--- config.mk ---
export PLATFORM = sky130hd
export DESIGN_NAME = keypad_emulator
export DESIGN_NICKNAME = d
export VERILOG_FILES = /design/src/rtl/keypad_emulator.sv
export SDC_FILE = /design/constraint.sdc
export NUM_CORES = 1
export LEC_CHECK = 0
export CAP_MARGIN = 30
export CORE_MARGIN = 3
export CORE_UTILIZATION = 40
export CTS_BUF_LIST = sky130_fd_sc_hd__clkbuf_2
export DETAILED_ROUTE_END_ITERATION = 6
export GPL_TIMING_DRIVEN = 0
export PLACE_DENSITY_LB_ADDON = 0.1
export SYNTH_ARGS = -nofsm -noshare
export SYNTH_HDL_FRONTEND = slang
export SYNTH_SLANG_ARGS = --single-unit
--- constraint.sdc ---
create_clock -name clk -period 3.9 [get_ports clk]
set_input_delay 0.78 -clock clk [delete_from_list [all_inputs] [get_ports clk]]
set_output_delay 0.78 -clock clk [all_outputs]
set_load 0.01 [all_outputs]
--- src/rtl/keypad_emulator.sv ---
// Switch-side model of a 4x4 keypad matrix: a handshake command closes one row/col
// contact with LFSR-driven chatter on both edges, and the scanner sees it through col.
module keypad_emulator #(
  parameter int unsigned BOUNCE_CYCLES = 16,
  parameter int unsigned GAP_CYCLES    = 4,
  parameter int unsigned HOLD_W        = 24,
  parameter logic [7:0]  LFSR_SEED     = 8'hA5
) (
  input  logic              clk,
  input  logic              resetInv,
  input  logic              cmd_valid,
  output logic              cmd_ready,
  input  logic [3:0]        cmd_key,
  input  logic [HOLD_W-1:0] cmd_hold,
  input  logic [3:0]        row,
  output logic [3:0]        col,
  output logic              pressed,
  output logic              busy,
  output logic              done
);

  localparam int unsigned BNC_W = (BOUNCE_CYCLES > 1) ? $clog2(BOUNCE_CYCLES) : 1;
  localparam int unsigned GAP_W = (GAP_CYCLES > 1) ? $clog2(GAP_CYCLES) : 1;
  localparam int unsigned BG_W  = (BNC_W > GAP_W) ? BNC_W : GAP_W;
  localparam int unsigned CNT_W = (HOLD_W > BG_W) ? HOLD_W : BG_W;

  localparam bit HAS_BNC = (BOUNCE_CYCLES != 0);
  localparam bit HAS_GAP = (GAP_CYCLES != 0);

  localparam logic [CNT_W-1:0]  CNT_ONE  = CNT_W'(1);
  localparam logic [HOLD_W-1:0] HOLD_ONE = HOLD_W'(1);
  localparam logic [CNT_W-1:0]  BNC_LAST = CNT_W'(HAS_BNC ? BOUNCE_CYCLES - 1 : 0);
  localparam logic [CNT_W-1:0]  GAP_LAST = CNT_W'(HAS_GAP ? GAP_CYCLES - 1 : 0);

  typedef enum logic [2:0] {
    S_IDLE      = 3'd0,
    S_PRESS_BNC = 3'd1,
    S_HOLD      = 3'd2,
    S_REL_BNC   = 3'd3,
    S_GAP       = 3'd4
  } state_t;

  state_t            state_r, state_nxt;
  logic [CNT_W-1:0]  cnt_r, cnt_nxt;
  logic [HOLD_W-1:0] hold_r, hold_nxt;
  logic [1:0]        row_idx_r, row_idx_nxt;
  logic [1:0]        col_idx_r, col_idx_nxt;
  logic [7:0]        lfsr_r, lfsr_nxt;
  logic              contact_r, contact_nxt;
  logic              done_r, done_nxt;
  logic              ready_r, ready_nxt;
  logic [HOLD_W-1:0] hold_in_s;
  logic [CNT_W-1:0]  hold_in_last_s;
  logic [CNT_W-1:0]  hold_last_s;
  logic              last_s;

  // Fibonacci LFSR, taps 8,6,5,4, shifting left
  function automatic logic [7:0] lfsr_step(input logic [7:0] v);
    return {v[6:0], v[7] ^ v[5] ^ v[4] ^ v[3]};
  endfunction

  // Returns {row, col} of a hex key on the keypad face
  function automatic logic [3:0] key_pos(input logic [3:0] key);
    logic [3:0] pos;
    case (key)
      4'h1:    pos = {2'd0, 2'd0};
      4'h2:    pos = {2'd0, 2'd1};
      4'h3:    pos = {2'd0, 2'd2};
      4'hA:    pos = {2'd0, 2'd3};
      4'h4:    pos = {2'd1, 2'd0};
      4'h5:    pos = {2'd1, 2'd1};
      4'h6:    pos = {2'd1, 2'd2};
      4'hB:    pos = {2'd1, 2'd3};
      4'h7:    pos = {2'd2, 2'd0};
      4'h8:    pos = {2'd2, 2'd1};
      4'h9:    pos = {2'd2, 2'd2};
      4'hC:    pos = {2'd2, 2'd3};
      4'hE:    pos = {2'd3, 2'd0};
      4'h0:    pos = {2'd3, 2'd1};
      4'hF:    pos = {2'd3, 2'd2};
      4'hD:    pos = {2'd3, 2'd3};
      default: pos = {2'd0, 2'd0};
    endcase
    return pos;
  endfunction

  // The last non-idle phase of a command is the one whose final cycle carries done
  function automatic logic is_final_phase(input state_t s);
    logic fin;
    case (s)
      S_GAP:     fin = 1'b1;
      S_REL_BNC: fin = !HAS_GAP;
      S_HOLD:    fin = !HAS_BNC && !HAS_GAP;
      default:   fin = 1'b0;
    endcase
    return fin;
  endfunction

  assign hold_in_s      = (cmd_hold == '0) ? HOLD_ONE : cmd_hold;
  assign hold_in_last_s = CNT_W'(hold_in_s - HOLD_ONE);
  assign hold_last_s    = CNT_W'(hold_r - HOLD_ONE);
  assign last_s         = (cnt_r == '0);

  // Next-state, down-counter reload and registered-output decode
  always_comb begin
    state_nxt   = state_r;
    cnt_nxt     = cnt_r;
    hold_nxt    = hold_r;
    row_idx_nxt = row_idx_r;
    col_idx_nxt = col_idx_r;
    lfsr_nxt    = lfsr_r;
    case (state_r)
      S_IDLE: begin
        if (cmd_valid) begin
          hold_nxt                   = hold_in_s;
          {row_idx_nxt, col_idx_nxt} = key_pos(cmd_key);
          if (HAS_BNC) begin
            state_nxt = S_PRESS_BNC;
            cnt_nxt   = BNC_LAST;
          end else begin
            state_nxt = S_HOLD;
            cnt_nxt   = hold_in_last_s;
          end
        end else begin
          state_nxt = S_IDLE;
        end
      end
      S_PRESS_BNC: begin
        lfsr_nxt = lfsr_step(lfsr_r);
        if (last_s) begin
          state_nxt = S_HOLD;
          cnt_nxt   = hold_last_s;
        end else begin
          cnt_nxt = cnt_r - CNT_ONE;
        end
      end
      S_HOLD: begin
        if (last_s) begin
          if (HAS_BNC) begin
            state_nxt = S_REL_BNC;
            cnt_nxt   = BNC_LAST;
          end else if (HAS_GAP) begin
            state_nxt = S_GAP;
            cnt_nxt   = GAP_LAST;
          end else begin
            state_nxt = S_IDLE;
          end
        end else begin
          cnt_nxt = cnt_r - CNT_ONE;
        end
      end
      S_REL_BNC: begin
        lfsr_nxt = lfsr_step(lfsr_r);
        if (last_s) begin
          if (HAS_GAP) begin
            state_nxt = S_GAP;
            cnt_nxt   = GAP_LAST;
          end else begin
            state_nxt = S_IDLE;
          end
        end else begin
          cnt_nxt = cnt_r - CNT_ONE;
        end
      end
      S_GAP: begin
        if (last_s) begin
          state_nxt = S_IDLE;
        end else begin
          cnt_nxt = cnt_r - CNT_ONE;
        end
      end
      default: begin
        state_nxt = S_IDLE;
        cnt_nxt   = '0;
      end
    endcase

    // Outputs are decoded from next-cycle values so they come straight off flops
    contact_nxt = (state_nxt == S_HOLD) ||
                  (((state_nxt == S_PRESS_BNC) || (state_nxt == S_REL_BNC)) && lfsr_nxt[0]);
    done_nxt    = (state_nxt != S_IDLE) && (cnt_nxt == '0) && is_final_phase(state_nxt);
    ready_nxt   = (state_nxt == S_IDLE);
  end

  // State, counters, latched command and registered outputs
  always_ff @(posedge clk or negedge resetInv) begin
    if (!resetInv) begin
      state_r   <= S_IDLE;
      cnt_r     <= '0;
      hold_r    <= '0;
      row_idx_r <= 2'd0;
      col_idx_r <= 2'd0;
      lfsr_r    <= LFSR_SEED;
      contact_r <= 1'b0;
      done_r    <= 1'b0;
      ready_r   <= 1'b1;
    end else begin
      state_r   <= state_nxt;
      cnt_r     <= cnt_nxt;
      hold_r    <= hold_nxt;
      row_idx_r <= row_idx_nxt;
      col_idx_r <= col_idx_nxt;
      lfsr_r    <= lfsr_nxt;
      contact_r <= contact_nxt;
      done_r    <= done_nxt;
      ready_r   <= ready_nxt;
    end
  end

  // Passive switch: zero-latency path from the scanner's row drive to col
  always_comb begin
    col = 4'hF;
    if (contact_r && !row[row_idx_r]) begin
      col[col_idx_r] = 1'b0;
    end else begin
      col = 4'hF;
    end
  end

  assign cmd_ready = ready_r;
  assign busy      = ~ready_r;
  assign pressed   = contact_r;
  assign done      = done_r;

endmodule

### Word-level counts from Yosys, hierarchy flattened

Memories as Yosys holds them, arrays and structs flattened. A register that Yosys moved wholly into a read port is not among the register bits.
Cells that the tools add are included.

| operators by class | value |
|---|---|
| $add $sub $neg | 2 |
| $mul | 0 |
| divide/modulo/power cells | 0 |
| magnitude comparators | 3 |
| equality and inequality tests | 8 |
| shift operators | 0 |
| muxes and demuxes | 20 |
| bitwise gates (word level) | 5 |
| reductions and logical operators | 17 |

Operators with widths:

| kind | number |
|---|---|
| $mux 24 | 6 |
| $pmux 24 s5 | 1 |
| $logic_not 24->1 | 3 |
| $sub 24x1->24 const B | 2 |
| $pmux 3 s5 | 1 |
| $eq 3x2->1 const B | 4 |
| $mux 3 | 4 |
| $eq 3x1->1 const B | 2 |
| $eq 3x3->1 const B | 2 |
| $logic_not 3->1 | 2 |
| $lt 2x3->1 const B | 2 |
| $logic_and 1x1->1 | 5 |
| $mux 1 | 5 |
| $mux 4 | 1 |
| $not 4->4 | 1 |
| $reduce_bool 3->1 | 1 |
| $xor 1x1->1 | 3 |
| $bmux 1 s2 | 1 |
| $demux 1 s2 | 1 |
| $ge 2x1->1 const B | 1 |
| $logic_not 1->1 | 2 |
| $logic_or 1x1->1 | 2 |
| $reduce_and 2->1 | 1 |
| $reduce_or 2->1 | 1 |
| $not 1->1 | 1 |

| storage, ports and cells | value |
|---|---|
| flip-flop bits (word level) | 62 |
| latch bits | 0 |
| bits in writable memories | 0 |
| memory bits (read-only) | 64 |
| output and inout port bits | 8 |
| word-level logic and storage cells | 64 |
| memories kept | 1 |

Memory list:

| memory | words | bits a word | read ports | clocked after Yosys merged registers in | wr ports | RTL line | source |
|---|---|---|---|---|---|---|---|
| (no name shown) | 16 | 4 | 1 | 1 | 0 | 65 | `case (key)` |

### Longest topological paths before layout

Gate-level depths: netlist of the first run.

| depth | value |
|---|---|
| depth after elaboration | 7 |
| gate-level depth with buffers | 13 |

### Worst setup path before layout of the first run

Ideal clock, no wire load.

| timing path | value |
|---|---|
| kind | reg2reg |
| start | reg cnt_r[18] |
| end | reg done_r, in the netlist done |
| setup time | 68 ps |
| arrival time | 3,219 ps |
| slack | 613 ps |
| cell stages (with the launch flop) | 14 |
| buffers on the path | 2 |
| clock period less this slack | 3,287 ps |
| cells stage by stage | dfrtp_1 -> or4_4 -> or4_1 -> buf_6 -> nor3_4 -> inv_2 -> buf_6 -> ha_1 -> nor2b_1 -> a2111oi_0 -> a211o_1 -> nor4b_1 -> and4bb_1 -> and4_1 |

| on the way | value |
|---|---|
| longest elaborated chain between the ends | 6 |
| elaborated cells on any way between the ends | 19 |

RTL lines:

| element | RTL line | source |
|---|---|---|
| start: declaration | 44 | `logic [CNT_W-1:0] cnt_r, cnt_nxt;` |
| start signal: assignment | 199 | `cnt_r <= cnt_nxt;` |
| $logic_not 24->1 * | 102 | `assign last_s = (cnt_r == '0);` |
| $mux 24, on equally long branches | -- |  |
| $pmux 24 s5 * | 112 | `case (state_r)` |
| via cnt_nxt[0] | 44 |  |
| $logic_not 24->1 * | 181 | `done_nxt = (state_nxt != S_IDLE) && (cnt_nxt == '0) && is_final_phase(state_nxt);` |
| $logic_and 1x1->1 * (2 in series) | 181 |  |
| via done_nxt | 50 | `logic done_r, done_nxt;` |
| end signal: assignment | 205 | `done_r <= done_nxt;` |
| end: declaration | 50 |  |

Mark *: on every way through the listed nets, which the timed path passes. The rest lies on a longest branch.
A chain may end at the register's enable or synchronous reset.

### Worst setup path after layout of the first run

| timing path | value |
|---|---|
| start | reg cnt_r[16] |
| end | reg done_r, in the netlist done |

Same word-level chain as after synthesis.

==> run summary, run 1 <==
Routability cong. = 0.939
Period utilisation layout = 0.950
WS Path Type = flip-flop to flip-flop
Critical path required time = 4.38 ns
Largest net degree at the start of global routing = 67
Vias in the first global route = 3456
Cell row count = 36
Congestion Overflow GR = 0
Final Non-Filler Cells = 640
CTS buffer count = 9
Antenna Nets Post-Route = 0
Die Y = 107 um
PD cells = 245 nW/um^2
Clock skew = 0.0367 ns
Post-Syn Area = 4110 um^2
Die X = 107 um
Hold WC Path Type = input port to asynchronous set/reset pin
Routed len/inst = 17.1 um
Post-Route Setup TNS = 0 ns
Final setup viols = 0
Asr flop ratio synth = 1.00
Share of layout cells above drive strength 1 = 0.130
Tot GR Track Use = 0.200
Place WS = -0.0361 ns
H-tree levels = 3
Clock buffer depth = 2
Area growth syn-to-layout = 17.2%
Placed Area = 4710 um^2
Post-synth cell types = 65
Max cap viols = 0
Worst slew pin tran = 1.04 ns
Max frequency = 0.270 GHz
Skew-Pair Late Insertion Delay = 0.54 ns
Status = completed
Global-route wire length before repair = 18.0 mm
Slew Viols, Final = 0
Via density = 5.82
Lkg Pwr = 1.75 nW
TritonCTS clock tree = yes
IO buf count = 41
Floorplan core area = 9860 um^2
Fin crit period = 3.70 ns
Clk slew on worst S/H paths = 0.20 ns
Final instance area = 4820 um^2
WHS = 0.303 ns
DRC viols = 0
Detail Placement HPWL = 8.03 mm
Critical Path AT = 4.19 ns
Sequential area share after synthesis = 0.403
PnR worst setup slack = 0.195 ns
Rel. slew slack = 0.298
Initial antenna violation count = 0
Post-Synthesis Cells = 446
Routed WL = 11.0 mm
RSZ-0062 raised after global routing = false
Fill count = 908
# nets final = 541
Detailed Route Iter0 Violations = 222
CP endpoint kind = flip-flop
DP Cell Count = 623
Crit Path Max Fanout = 10
Yosys reg bits = 66
Final Hold Vio Count = 0
Vias post-DR = 3724
Synth warn = 0
IO Count = 43
Starting Density = 0.417
EDFF count, synth = 0
First-pass iteration count of the detailed router = 5
Die Area = 11500 um^2
CP Launch Type = flip-flop
Worst VDD drop = 147 uV
Syn_area_per_cell = 9.22 um^2
Cts hold-fix bufs = 0
CTS Sinks = 66
Root Driver = clkbuf_2
Dominant synthesized flop cell = dfrtp_1
Syn Nets = 485
Antenna diodes = 0
## state kept, by name (all words and copies together), names as in the netlist
| name | count |
|---|---|
| cmd_ready | 1 |
| cnt_r | 24 |
| col_idx_r | 2 |
| done | 1 |
| hold_r | 24 |
| lfsr_r | 8 |
| pressed | 1 |
| row_idx_r | 2 |
| state_r | 3 |
## repair_timing
action	in CTS	in global routing
gates resized for setup	1	3
endpoints found under the setup margin	1	1
setup buffers	1	0
pin swaps	1	0
## logic make-up after synthesis
kind of cell / share of synthesized area
simple gates: 0.254
xor+xnor: 0.0575
buf+inv: 0.0304
flops: 0.403
fa+ha+maj: 0.0146
compound gates: 0.167
mux: 0.0736
## metal layers
| metal | share of wire | vias up | global-route usage |
|---|---|---|---|
| li1 | - | 1801 | - |
| met1 | 0.45 | 1762 | 0.281 |
| met2 | 0.46 | 142 | 0.309 |
| met3 | 0.067 | 19 | 0.0414 |
| met4 | 0.015 | 0 | 0.0649 |
| met5 | 0 | - | 0 |
## where the power goes
group / internal (mW) / total (mW) / switching, mW
registers: 0.701 / 0.721 / 0.0195
logic: 0.0631 / 0.118 / 0.0550
clock network: 0.0948 / 0.343 / 0.248
## area by class of cell
type / count / area, um^2 / share of cell area
tap: 133 / 166 / 0.0345
inverter: 10 / 37.5 / 0.00778
buffer: 19 / 87.6 / 0.0182
sequential: 66 / 1660 / 0.344
clock inverter: 2 / 8.76 / 0.00182
timing repair buffer: 45 / 439 / 0.0911
clock buffer: 14 / 70.1 / 0.0145
multi-input combinational: 351 / 2350 / 0.488
## synthesized netlist by cell type, drive strengths merged (7+ instances only)
cell type	instances	area, um^2
clkbuf	15	56.3
xnor2	20	175
nand3	15	75.1
xor2	7	61.3
mux2	24	270
o31ai	7	71.3
dfrtp	61	1530
nand4	7	43.8
or4	8	63.8
nand2b	8	50.1
nor4	24	156
nand2	46	173
a31oi	8	50.1
nor2	35	131
nor3	19	106
a21oi	16	80.1
inv	10	37.5
o21ai	27	135
## critical path: stages (launching register included)
cell	delay, ns
dfrtp_1	0.51
or4_4	0.55
or4_1	0.43
buf_6	0.16
nor3_4	0.24
inv_2	0.09
buf_6	0.15
ha_1	0.27
nor2b_1	0.11
a2111oi_0	0.08
a211o_1	0.28
nor4b_2	0.33
and4bb_1	0.26
and4_1	0.18
## per-stage QoR
| step | utilization | power (mW) |
|---|---|---|
| floorplan | - | 0.781 |
| global placement | 0.476 | 0.849 |
| detailed placement | 0.478 | 0.851 |
| CTS | 0.487 | 1.19 |
| global route | 0.489 | 1.25 |
| finish | 0.489 | 1.18 |
## path summary, 6_finish.rpt
kind	cells past startpoint	from	slack, ns	endpoint
worst min-delay path	1	resetInv	0.30	cnt_r[20]
min in group clk	2	lfsr_r[2]	0.48	lfsr_r[2]
worst min register to register	2	lfsr_r[2]	0.48	lfsr_r[2]
max in group asynchronous	1	resetInv	3.01	lfsr_r[1]
worst max register to register	13	cnt_r[16]	0.20	done
worst max-delay path	13	cnt_r[16]	0.20	done
## placed cells by master, fill, tap and decap left out, drive strengths merged, types with 10 or more instances in the layout
| cell type | synthesis | layout |
|---|---|---|
| nor2 | 35 | 35 |
| clkbuf | 15 | 29 |
| nor4 | 24 | 24 |
| mux2 | 24 | 24 |
| xnor2 | 20 | 20 |
| inv | 10 | 10 |
| a21oi | 16 | 16 |
| nor3 | 19 | 19 |
| nand2 | 46 | 46 |
| dfrtp | 61 | 61 |
| o21ai | 27 | 27 |
| clkdlybuf4s50 | 0 | 40 |
| nand3 | 15 | 15 |
Note: power is estimated with default switching activity, not from simulation.
==> run 2, diff against run 1 <==
--- a/config.mk
+++ b/config.mk
@@ -7,7 +7,7 @@
 export LEC_CHECK = 0
 export CAP_MARGIN = 30
 export CORE_MARGIN = 3
-export CORE_UTILIZATION = 40
+export CORE_UTILIZATION = 59
 export CTS_BUF_LIST = sky130_fd_sc_hd__clkbuf_2
 export DETAILED_ROUTE_END_ITERATION = 6
 export GPL_TIMING_DRIVEN = 0
==> run 2 against run 1 <==
Net effect:
- the flow now finishes with violations (design-rule violations)
- clock skew increased by 0.0049 ns
- clock-buffer cell count decreased by 5
- hold slack got worse by 0.017 ns
- sequential share of layout area decreased by 0.20 points
- utilization increased by 25 points
- critical endpoint unchanged
- highest routed layer unchanged
==> run summary, run 2 (same netlist as run 1, synthesis figures left out) <==
Tot GR Track Use = 0.300 (+0.0996)
Die Area = 8010 um^2 (-31%)
CP Launch Type = flip-flop
IO Count = 43 (unchanged)
H-tree levels = 3 (unchanged)
Slew Viols, Final = 0 (unchanged)
Share of layout cells above drive strength 1 = 0.133 (+0.00316)
Detailed Route Iter0 Violations = 480 (+120%)
Cts hold-fix bufs = 0 (unchanged)
Die Y = 89.5 um (-17%)
Vias post-DR = 3861 (+3.7%)
Floorplan core area = 6570 um^2 (-33%)
Routed len/inst = 18.5 um (+7.8%)
# nets final = 544 (+0.55%)
Status = finished with violations
IO buf count = 41 (unchanged)
Clk slew on worst S/H paths = 0.22 ns (+0.02 ns)
Place WS = 0.0676 ns (+0.104 ns)
PnR worst setup slack = 0.138 ns (-0.0578 ns)
Hold WC Path Type = input port to asynchronous set/reset pin
Initial antenna violation count = 0 (unchanged)
PD cells = 271 nW/um^2 (+11%)
Final instance area = 4850 um^2 (+0.65%)
Clock skew = 0.0415 ns (+0.00485 ns)
Antenna Nets Post-Route = 0 (unchanged)
Reg2reg setup slack = 0.14 ns (-0.06 ns)
Critical path required time = 4.37 ns (about the same)
RSZ-0062 raised after global routing = false
Lkg Pwr = 1.77 nW (+1.1%)
Root Driver = clkbuf_2
Max frequency = 0.266 GHz (-1.5%)
Fin crit period = 3.76 ns (+0.0578 ns)
Biggest regs = cnt_r: 24 flops, hold_r: 24 flops, lfsr_r: 8 flops
Failing checks = design-rule violations
Area growth syn-to-layout = 18.0%
Worst VDD drop = 184 uV (+25%)
Rel. slew slack = 0.259 (-0.0389)
Skew-Pair Late Insertion Delay = 0.54 ns (about the same)
Final Hold Vio Count = 0 (unchanged)
Largest net degree at the start of global routing = 67 (unchanged)
Die X = 89.5 um (-17%)
Global-route wire length before repair = 18.1 mm (+0.50%)
Critical Path AT = 4.23 ns (+0.04 ns)
Antenna diodes = 0 (unchanged)
Congestion Overflow GR = 0 (unchanged)
Routability cong. = 0.999 (+6.3%)
Final setup viols = 0 (unchanged)
Via density = 6.40 (+10%)
CP endpoint kind = flip-flop
Post-Route Setup TNS = 0 ns (unchanged)
Period utilisation layout = 0.965 (+0.0148)
TritonCTS clock tree = yes
Vias in the first global route = 3595 (+4.0%)
Detail Placement HPWL = 8.27 mm (+3.0%)
Crit Path Max Fanout = 10 (unchanged)
Clock buffer depth = 2 (unchanged)
Starting Density = 0.626 (+0.209)
Max cap viols = 0 (unchanged)
R2R depth = 13 (unchanged)
Placed Area = 4660 um^2 (-1.0%)
DRC viols = 4 (+4)
First-pass iteration count of the detailed router = 7 (+2)
Commonest non-fill, non-tap cell in the layout = dfrtp_1
Most frequent cells in the layout = dfrtp_1, nand2_1, clkdlybuf4s50_1
Cell row count = 29 (-19%)
WS Path Type = flip-flop to flip-flop
CTS buffer count = 9 (unchanged)
Routed WL = 11.1 mm (+1.6%)
Worst slew pin tran = 1.11 ns (+0.0656 ns)
CTS Sinks = 66 (unchanged)
## run 2: cell types whose count changed in the layout (fill, tap and decap cells not counted), moves of 2 or more
cell / previous run / this run
nor4b_1: 3 / 5
clkbuf_2: 14 / 9
clkinvlp_4: 0 / 4
nor4b_2: 3 / 0
bufinv_16: 0 / 2
buf_4: 3 / 5
clkdlybuf4s18_2: 0 / 2
## run 2: area by class of cell
cell class                      count  area [um^2]
Multi-Input combinational cell    351         2350
Fill cell                         490         1710
Sequential cell                    66         1660
Timing Repair Buffer               48          463
Tap cell                           93          116
Clock inverter                      7         93.8
Buffer                             19         87.6
Clock buffer                        9         45.0
Inverter                           10         37.5
## run 2: path summary, 6_finish.rpt
path / startpoint / endpoint
setup / recovery: cnt_r[18] / done
hold / removal: resetInv / cnt_r[16]
setup reg to reg: cnt_r[18] / done
hold reg to reg: lfsr_r[2] / lfsr_r[2]
max in group asynchronous: resetInv / row_idx_r[1]
min in group clk: lfsr_r[2] / lfsr_r[2]
## run 2: timing repair
item,4_1_cts,5_1_grt
hold endpoints to repair,0,0
setup buffers,0,4
setup endpoints to repair,0,1
resized for setup,0,4
## run 2: power breakdown
group / switching, mW / internal [mW] / leakage [nW]
registers: 0.0206 / 0.701 / 0.768
clock network: 0.267 / 0.208 / 0.0678
logic: 0.0559 / 0.0631 / 0.934
total: 0.343 / 0.973 / 1.77
## run 2: critical path, cell delays in order, from the launching register on
cell	delay, ns
dfrtp_1	0.47
or4_4	0.59
or4_1	0.45
buf_6	0.17
nor3_4	0.28
inv_2	0.10
buf_6	0.16
ha_1	0.28
nor2b_1	0.04
a2111oi_0	0.45
a211o_1	0.25
nor4b_4	0.07
and4bb_1	0.19
and4_1	0.17
## run 2: routing by layer
metal | wire length, um | part of all wire | vias up | GRT usage
li1 | - | - | 1806 | -
met1 | 4810 | 0.43 | 1836 | 0.405
met2 | 5270 | 0.47 | 185 | 0.478
met3 | 703 | 0.063 | 34 | 0.0553
met4 | 340 | 0.031 | 0 | 0.116
met5 | 0 | 0 | - | 0
## run 2: per-stage QoR
stage,utilization,hold WS (ns),cells,total power [mW]
after CTS,0.731,0.322,599,1.32
after global routing,0.739,0.335,603,1.37
after global placement,0.707,0.447,580,0.846
final,0.739,0.286,603,1.32
after detailed placement,0.710,0.458,583,0.852
after floorplan,-,0.439,446,0.781
